## config.mk

```make
export PLATFORM = sky130hd
export DESIGN_NAME = ram_access_sequencer
export DESIGN_NICKNAME = d
export VERILOG_FILES = /design/src/rtl/mem_pkg.sv /design/src/rtl/ram_access_sequencer_wait_timer.sv /design/src/rtl/ram_access_sequencer.sv
export SDC_FILE = /design/constraint.sdc
export NUM_CORES = 1
export LEC_CHECK = 0
export BUFFER_PORTS_ARGS = -buffer_cell sky130_fd_sc_hd__buf_4
export CAP_MARGIN = 20
export CORE_UTILIZATION = 35
export DETAILED_ROUTE_END_ITERATION = 7
export HOLD_SLACK_MARGIN = 0.05
export PLACE_DENSITY_LB_ADDON = 0.08
export RECOVER_POWER = 25
export SYNTH_ARGS = -nofsm -noshare
export SYNTH_HDL_FRONTEND = slang
export SYNTH_SLANG_ARGS = --single-unit
```

## constraint.sdc

```tcl
create_clock -name Clk -period 3.95 [get_ports Clk]
set_input_delay 0.79 -clock Clk [delete_from_list [all_inputs] [get_ports Clk]]
set_output_delay 0.79 -clock Clk [all_outputs]
set_load 0.005 [all_outputs]
```

## src/rtl/mem_pkg.sv

```systemverilog
// Shared constants for the data-RAM access path:
// opcodes, sequencer state encoding and RW polarity.
package mem_pkg;

    localparam logic [3:0] OP_ADR = 4'b1100;
    localparam logic [3:0] OP_LDR = 4'b1101;
    localparam logic [3:0] OP_STR = 4'b1110;

    localparam logic RW_READ = 1'b1;

    typedef enum logic [1:0] {
        IDLE  = 2'd0,
        SETUP = 2'd1,
        WAIT  = 2'd2,
        DONE  = 2'd3
    } seq_state_t;

    // A request starts a transfer only when RW agrees with the opcode.
    function automatic logic req_valid(
        input logic [3:0] op,
        input logic       rw
    );
        return ((op == OP_LDR) && (rw == RW_READ)) ||
               ((op == OP_STR) && (rw != RW_READ));
    endfunction

endpackage

```

## src/rtl/ram_access_sequencer_wait_timer.sv

```systemverilog
// Saturating 8-bit wait counter; flags the last
// permitted WAIT cycle before an access is aborted.
module wait_timer
    import mem_pkg::*;
#(
    parameter int TIMEOUT = 15
) (
    input  logic i_clk,
    input  logic i_rst_n,
    input  logic i_clr,
    input  logic i_en,
    output logic o_expired
);

    localparam logic [7:0] LP_LAST = 8'(TIMEOUT - 1);

    logic [7:0] r_count;

    // Count WAIT cycles, holding at all-ones instead of wrapping.
    always_ff @(posedge i_clk or negedge i_rst_n) begin
        if (!i_rst_n) begin
            r_count <= '0;
        end else if (i_clr) begin
            r_count <= '0;
        end else if (i_en && (r_count != 8'hFF)) begin
            r_count <= r_count + 8'd1;
        end
    end

    // True in the TIMEOUT-th WAIT cycle (count runs from zero).
    assign o_expired = (r_count >= LP_LAST);

endmodule

```

## src/rtl/ram_access_sequencer.sv

```systemverilog
// Load/store sequencer between memory-control and data RAM:
// handshake, timeout, misalignment check and read-data hold.
module ram_access_sequencer
    import mem_pkg::*;
#(
    parameter int ADDR_W  = 32,
    parameter int DATA_W  = 32,
    parameter int TIMEOUT = 15
) (
    input  logic              Clk,
    input  logic              Reset,
    input  logic              req,
    input  logic [3:0]        op_code,
    input  logic              RW,
    input  logic [ADDR_W-1:0] address_in,
    input  logic [DATA_W-1:0] RAM_in,
    output logic [DATA_W-1:0] RAM_out,
    output logic              busy,
    output logic              done,
    output logic              err,
    output logic              mem_en,
    output logic              mem_we,
    output logic [ADDR_W-3:0] mem_addr,
    output logic [DATA_W-1:0] mem_wdata,
    input  logic              mem_ready,
    input  logic [DATA_W-1:0] mem_rdata
);

    seq_state_t r_state;
    logic       r_rw;

    logic w_accept;
    logic w_misaligned;
    logic w_tmr_clr;
    logic w_tmr_en;
    logic w_expired;

    assign w_accept     = req && req_valid(op_code, RW);
    assign w_misaligned = (address_in[1:0] != 2'b00);
    assign w_tmr_clr    = (r_state == SETUP);
    assign w_tmr_en     = (r_state == WAIT);

    wait_timer #(
        .TIMEOUT (TIMEOUT)
    ) u_wait_timer (
        .i_clk     (Clk),
        .i_rst_n   (Reset),
        .i_clr     (w_tmr_clr),
        .i_en      (w_tmr_en),
        .o_expired (w_expired)
    );

    // Sequencer FSM with request latch, bus drive and read-data hold.
    always_ff @(posedge Clk or negedge Reset) begin
        if (!Reset) begin
            r_state   <= IDLE;
            r_rw      <= 1'b0;
            RAM_out   <= '0;
            busy      <= 1'b0;
            done      <= 1'b0;
            err       <= 1'b0;
            mem_en    <= 1'b0;
            mem_we    <= 1'b0;
            mem_addr  <= '0;
            mem_wdata <= '0;
        end else begin
            unique case (r_state)
                IDLE: begin
                    done <= 1'b0;
                    err  <= 1'b0;
                    if (w_accept) begin
                        busy <= 1'b1;
                        r_rw <= RW;
                        if (w_misaligned) begin
                            r_state <= DONE;
                            done    <= 1'b1;
                            err     <= 1'b1;
                        end else begin
                            r_state   <= SETUP;
                            mem_en    <= 1'b1;
                            mem_we    <= ~RW;
                            mem_addr  <= address_in[ADDR_W-1:2];
                            mem_wdata <= RAM_in;
                        end
                    end
                end
                SETUP: begin
                    r_state <= WAIT;
                end
                WAIT: begin
                    if (mem_ready) begin
                        r_state <= DONE;
                        done    <= 1'b1;
                        err     <= 1'b0;
                        mem_en  <= 1'b0;
                        if (r_rw == RW_READ) begin
                            RAM_out <= mem_rdata;
                        end
                    end else if (w_expired) begin
                        r_state <= DONE;
                        done    <= 1'b1;
                        err     <= 1'b1;
                        mem_en  <= 1'b0;
                    end
                end
                DONE: begin
                    r_state <= IDLE;
                    done    <= 1'b0;
                    err     <= 1'b0;
                    busy    <= 1'b0;
                end
                default: begin
                    r_state <= IDLE;
                end
            endcase
        end
    end

endmodule
```

==> results of run 1 <==
[power breakdown]
group	total, W	switching, W	leakage, nW	internal, W
logic	0.00109	0.000412	1.83	0.000677
clock network	0.000910	0.000401	0.142	0.000509
registers	0.00155	0.000152	1.48	0.00140
total	0.00355	0.000965	3.45	0.00258
[registers in the layout, indices dropped and copies added (netlist names)]
signal	count
r_state	2
mem_addr	30
err	1
busy	1
mem_we	1
done	1
r_rw	1
mem_en	1
u_wait_timer.r_count	8
RAM_out	32
mem_wdata	32
[cell families (layout without fill, tap and decap cells)]
kind of cell               count (synthesis)  in the layout  share of synthesized area
buffers and inverters                     23            229                     0.0421
xor gates and xnor gates                   2              2                    0.00369
and+or+nand+nor                           37             37                     0.0416
AOI/OAI and AO/OA                         25             25                     0.0393
DFF                                      110            110                      0.580
adders and majority gates                  7              7                     0.0184
muxes                                     97             97                      0.275
[metal layers]
layer  share of wire  track usage
met2            0.48        0.250
met1            0.45        0.205
met3           0.060       0.0521
met4           0.012       0.0514
met5               0            0
[worst min-delay path by stage]
stage                    endpoint  slack, ns  cells past startpoint
finish              mem_wdata[30]       0.50                      1
global route          RAM_out[10]       0.52                      1
CTS                 mem_wdata[28]       0.50                      1
detailed placement  mem_wdata[28]       0.48                      1
floorplan                    r_rw       0.46                      1
global placement    mem_wdata[30]       0.47                      1
[worst max-delay path, cell delays in order, from the launching register on]
cell     delay [ns]
dfrtp_1        0.41
inv_1          0.12
ha_1           0.50
nand3_2        0.80
mux2_2         0.55
[area by class of cell]
type	count	area [sq um]	share of cell area
clock inverter	5	58.8	0.00880
clock buffer	11	243	0.0363
multi-input combinational	168	1800	0.270
tap	176	220	0.0330
sequential	110	2750	0.412
timing repair buffer	206	1580	0.236
inverter	7	26.3	0.00393
[cell usage after synthesis (2+ instances only)]
master	instances	area share
mux2_4	58	0.18
nand3_1	7	0.0074
inv_1	7	0.0055
a21oi_1	7	0.0074
mux2i_1	2	0.0042
clkbuf_1	6	0.0047
buf_1	3	0.0024
a31oi_1	3	0.0040
nand2_1	7	0.0055
xnor2_1	2	0.0037
buf_12	7	0.030
nor2_1	9	0.0071
ha_1	7	0.018
nand2b_1	2	0.0026
a41o_1	2	0.0042
nor3_1	2	0.0021
mux2_1	5	0.012
dfrtp_1	110	0.58
mux2_2	32	0.076
a211oi_1	2	0.0032
[through the flow]
| stage | total power (W) | area (sq um) | std cells | worst slack [ns] | hold slack, ns |
|---|---|---|---|---|---|
| 2_1_floorplan | 0.00206 | 4750 | 301 | 1.67 | 0.465 |
| 3_3_place_gp | 0.00266 | 6380 | 667 | 1.10 | 0.470 |
| 3_5_place_dp | 0.00268 | 6380 | 667 | 1.06 | 0.481 |
| 4_1_cts | 0.00361 | 6690 | 683 | 1.36 | 0.498 |
| 5_1_grt | 0.00376 | 6680 | 683 | 1.15 | 0.517 |
| 6_report | 0.00355 | 6680 | 683 | 1.43 | 0.496 |
==> results.sh, run 1 <==
export IMPL_final_common_cell="buf_4"
export IMPL_tightest_slew_ns=0.864
export IMPL_drtIter0Drc=114
export IMPL_clock_path_buffers=2
export IMPL_drc_errors=0
export IMPL_cts_inserted_buffers=9
export IMPL_fp_dieW_um=118
export IMPL_synthDistinctLibCells=41
export IMPL_first_global_vias=3191
export IMPL_grt_usage=0.158
export IMPL_final_min_period_over_clock_period=0.638
export IMPL_fin_setup_tns_ns=0
export IMPL_cp_arrival_ns=2.74
export IMPL_tritoncts="yes"
export IMPL_r2r_start="r_state[0]"
export IMPL_avgViaCountPerCell=4.60
export IMPL_synth_main_ff_cell="dfrtp_1"
export IMPL_period_needed_ns=2.52
export IMPL_rows=42
export IMPL_cts_root_buf="clkbuf_16"
export IMPL_crit_end="RAM_out[16]"
export IMPL_max_slew_margin=0.424
export IMPL_max_cap_violations=0
export IMPL_hpwl_mm=7.84
export IMPL_nets=614
export IMPL_antenna_found_initial=0
export IMPL_yosysSeqAreaShare=0.580
export IMPL_finalHoldViolCount=0
export IMPL_syn_area_sq_mm=0.00475
export IMPL_die_h_um=118
export IMPL_leakage_nw=3.45
export IMPL_htree_levels=3
export IMPL_power_density_mw_per_mm2=531
export IMPL_yosys_warnings=0
export IMPL_io_pins=204
export IMPL_synthCells=301
export IMPL_clk_latency_ns=0.35
export IMPL_crit_type="flip-flop to flip-flop"
export IMPL_critical_path_startpoint="r_state[0]"
export IMPL_critPathRequiredTime_ns=4.18
export IMPL_hold_path_class="flip-flop to flip-flop"
export IMPL_status="finished, final reports clean"
export IMPL_vdd_drop_max_v=0.000330
export IMPL_postSynth_asyncResetShare=1.00
export IMPL_syn_nets=413
export IMPL_final_cell_mix="202 x buf_4, 110 x dfrtp_1, 58 x mux2_4"
export IMPL_worstPathMaxFanout=32
export IMPL_dr_pass1_iters=4
export IMPL_globalplace_congestion=0.807
export IMPL_cts_sinks=110
export IMPL_synth_seq_cells=110
export IMPL_wl_per_cell_um=16.0
export IMPL_grt_pass1_wl_mm=17.1
export IMPL_place_port_buffers=203
export IMPL_fmax_ghz=0.397
export IMPL_grt_ovfl_total=0
export IMPL_final_util=0.505
export IMPL_drv_slew=0
export IMPL_finalWirelength_mm=10.9
export IMPL_area_delta_synth_final_pct=40.7
export IMPL_initial_core_util=0.359
export IMPL_rsz0062_at_grt="false"
export IMPL_cp_start_kind="flip-flop"
export IMPL_core_area_sq_mm=0.0132
export IMPL_worst_r2r_cell_count=4
export IMPL_r2r_end="RAM_out[16]"
export IMPL_skew_ns=0.00419
export IMPL_nFillCells=1213
export IMPL_worst_r2r_setup_slack_ns=1.43
export IMPL_cts_setup_buffers=0
export IMPL_num_antenna_cells=0
export IMPL_dr_total_vias=3144
export IMPL_die_area_sq_mm=0.0140
export IMPL_cts_resized_gates=0
export IMPL_avgSynthCellArea_sq_um=15.8
export IMPL_cts_hold_buf=0
export IMPL_cts_reportedPaths_clkPinSlew_ns=0.07
export IMPL_end_kind="flip-flop"
export IMPL_drive_gt1_frac=0.619
export IMPL_grt_start_max_net_pins=111
export IMPL_min_from="mem_wdata[30]"
export IMPL_synth_edff_count=0
export IMPL_drtAntennaViolNets=0
export IMPL_final_setup_viol_count=0
Note: power is estimated with default switching activity, not from simulation.
==> inputs of run 2 (changes only) <==
clock period = 2.1 ns   (was 3.95 ns; I/O delays follow)
==> run 2 against run 1 <==
Highest routed layer unchanged. Die area unchanged. First-iteration DRC count up 5.3%. Critical path type unchanged. Non-clock buffer count up 9.
==> results.sh, run 2 (synthesized netlist as in run 1, its figures left out) <==
export IMPL_crit_type="flip-flop to flip-flop"
export IMPL_die_area_sq_mm=0.0140
export IMPL_max_cap_violations=0
export IMPL_end_kind="flip-flop"
export IMPL_worstPathMaxFanout=7
export IMPL_drc_errors=0
export IMPL_dr_total_vias=3156
export IMPL_drive_gt1_frac=0.626
export IMPL_vdd_drop_max_v=0.000568
export IMPL_fin_setup_tns_ns=0
export IMPL_instances_no_fill=692
export IMPL_final_common_cell="buf_4"
export IMPL_wl_per_cell_um=16.1
export IMPL_fmax_ghz=0.567
export IMPL_avgViaCountPerCell=4.56
export IMPL_grt_ovfl_total=0
export IMPL_clock_path_buffers=2
export IMPL_core_area_sq_mm=0.0132
export IMPL_grt_start_max_net_pins=60
export IMPL_place_inst=676
export IMPL_cts_reportedPaths_clkPinSlew_ns=0.07
export IMPL_grt_pass1_wl_mm=17.4
export IMPL_cts_sinks=110
export IMPL_critPathRequiredTime_ns=2.37
export IMPL_area_delta_synth_final_pct=41.4
export IMPL_hold_path_class="input port to flip-flop"
export IMPL_max_stage_delay_ns=0.42
export IMPL_tightest_slew_ns=1.45
export IMPL_rows=42
export IMPL_cp_arrival_ns=2.04
export IMPL_htree_levels=3
export IMPL_grt_usage=0.162
export IMPL_globalplace_congestion=0.842
export IMPL_place_port_buffers=203
export IMPL_final_setup_viol_count=0
export IMPL_cts_resized_gates=0
export IMPL_io_pins=204
export IMPL_crit_family="simple AND/OR/NAND/NOR gates"
export IMPL_tritoncts="yes"
export IMPL_cts_inserted_buffers=9
export IMPL_fp_dieW_um=118
export IMPL_first_global_vias=3235
export IMPL_power_density_mw_per_mm2=983
export IMPL_finalWirelength_mm=11.1
export IMPL_nets=623
export IMPL_clk_latency_ns=0.35
export IMPL_hpwl_mm=8.20
export IMPL_skew_ns=0.00637
export IMPL_dr_pass1_iters=5
export IMPL_period_needed_ns=1.76
export IMPL_cp_slowest_cell="dfrtp_1"
export IMPL_crit_buf_inv=1
export IMPL_initial_core_util=0.359
export IMPL_crit_chain="inv_1 -> ha_1 -> nand3_1 -> a41o_1 -> or3_1 -> a21oi_1"
export IMPL_cts_setup_buffers=0
export IMPL_final_cell_mix="209 x buf_4, 110 x dfrtp_1, 58 x mux2_4"
export IMPL_max_slew_margin=0.0323
export IMPL_drv_slew=0
export IMPL_drtIter0Drc=120
export IMPL_top_regs="RAM_out x32, mem_wdata x32, mem_addr x30"
export IMPL_num_antenna_cells=0
export IMPL_leakage_nw=3.48
export IMPL_final_min_period_over_clock_period=0.839
export IMPL_die_h_um=118
export IMPL_rsz0062_at_grt="false"
export IMPL_status="finished, final reports clean"
export IMPL_cp_start_kind="flip-flop"
export IMPL_cts_hold_buf=0
export IMPL_finalHoldViolCount=0
export IMPL_antenna_found_initial=0
export IMPL_drtAntennaViolNets=0
export IMPL_cts_root_buf="clkbuf_16"
-- run 2: worst paths after layout --
check                                          end          start  cells past startpoint  slack, ns
hold reg to reg                      mem_wdata[30]  mem_wdata[30]                      1       0.49
setup reg to reg           u_wait_timer.r_count[5]     r_state[0]                      6       0.34
setup / recovery           u_wait_timer.r_count[5]     r_state[0]                      6       0.34
min in group asynchronous              mem_addr[6]          Reset                      2       0.46
hold / removal                              mem_we             RW                      2       0.28
max in group asynchronous                   mem_en          Reset                      2       0.69
-- run 2: per-stage QoR --
step | hold slack (ns) | total power, W | setup WS, ns | cell area, sq um | utilization
2_1_floorplan | 0.124 | 0.00387 | 0.190 | 4750 | -
3_3_place_gp | 0.452 | 0.00504 | 0.0842 | 6480 | 0.489
3_5_place_dp | 0.450 | 0.00509 | 0.0608 | 6480 | 0.489
4_1_cts | 0.0683 | 0.00672 | 0.300 | 6750 | 0.510
5_1_grt | 0.264 | 0.00701 | 0.187 | 6720 | 0.507
6_report | 0.280 | 0.00661 | 0.337 | 6720 | 0.507
-- run 2: layout make-up --
cell class / count / area, sq um
Clock buffer: 10 / 229
Clock inverter: 6 / 45.0
Fill cell: 1225 / 6530
Inverter: 7 / 26.3
Multi-Input combinational cell: 168 / 1800
Sequential cell: 110 / 2750
Tap cell: 176 / 220
Timing Repair Buffer: 215 / 1640
-- run 2: layer usage --
layer	share of wire	vias up	routed length, um	GRT usage
met2	0.49	110	5450	0.267
met4	0.012	0	129	0.0483
li1	-	1484	-	-
met1	0.44	1551	4840	0.200
met5	0	-	0	0
met3	0.063	11	700	0.0565
-- run 2: worst register-to-register path, stage by stage, from the launching register on --
cell and delay, ns:
dfrtp_1 0.42, inv_1 0.12, ha_1 0.31, nand3_1 0.12, a41o_1 0.23, or3_1 0.34, a21oi_1 0.15
-- run 2: power breakdown --
group	leakage [nW]	switching [W]	internal [W]
combinational	1.87	0.000784	0.00130
sequential	1.48	0.000294	0.00263
clock	0.126	0.000787	0.000812
total	3.48	0.00186	0.00474
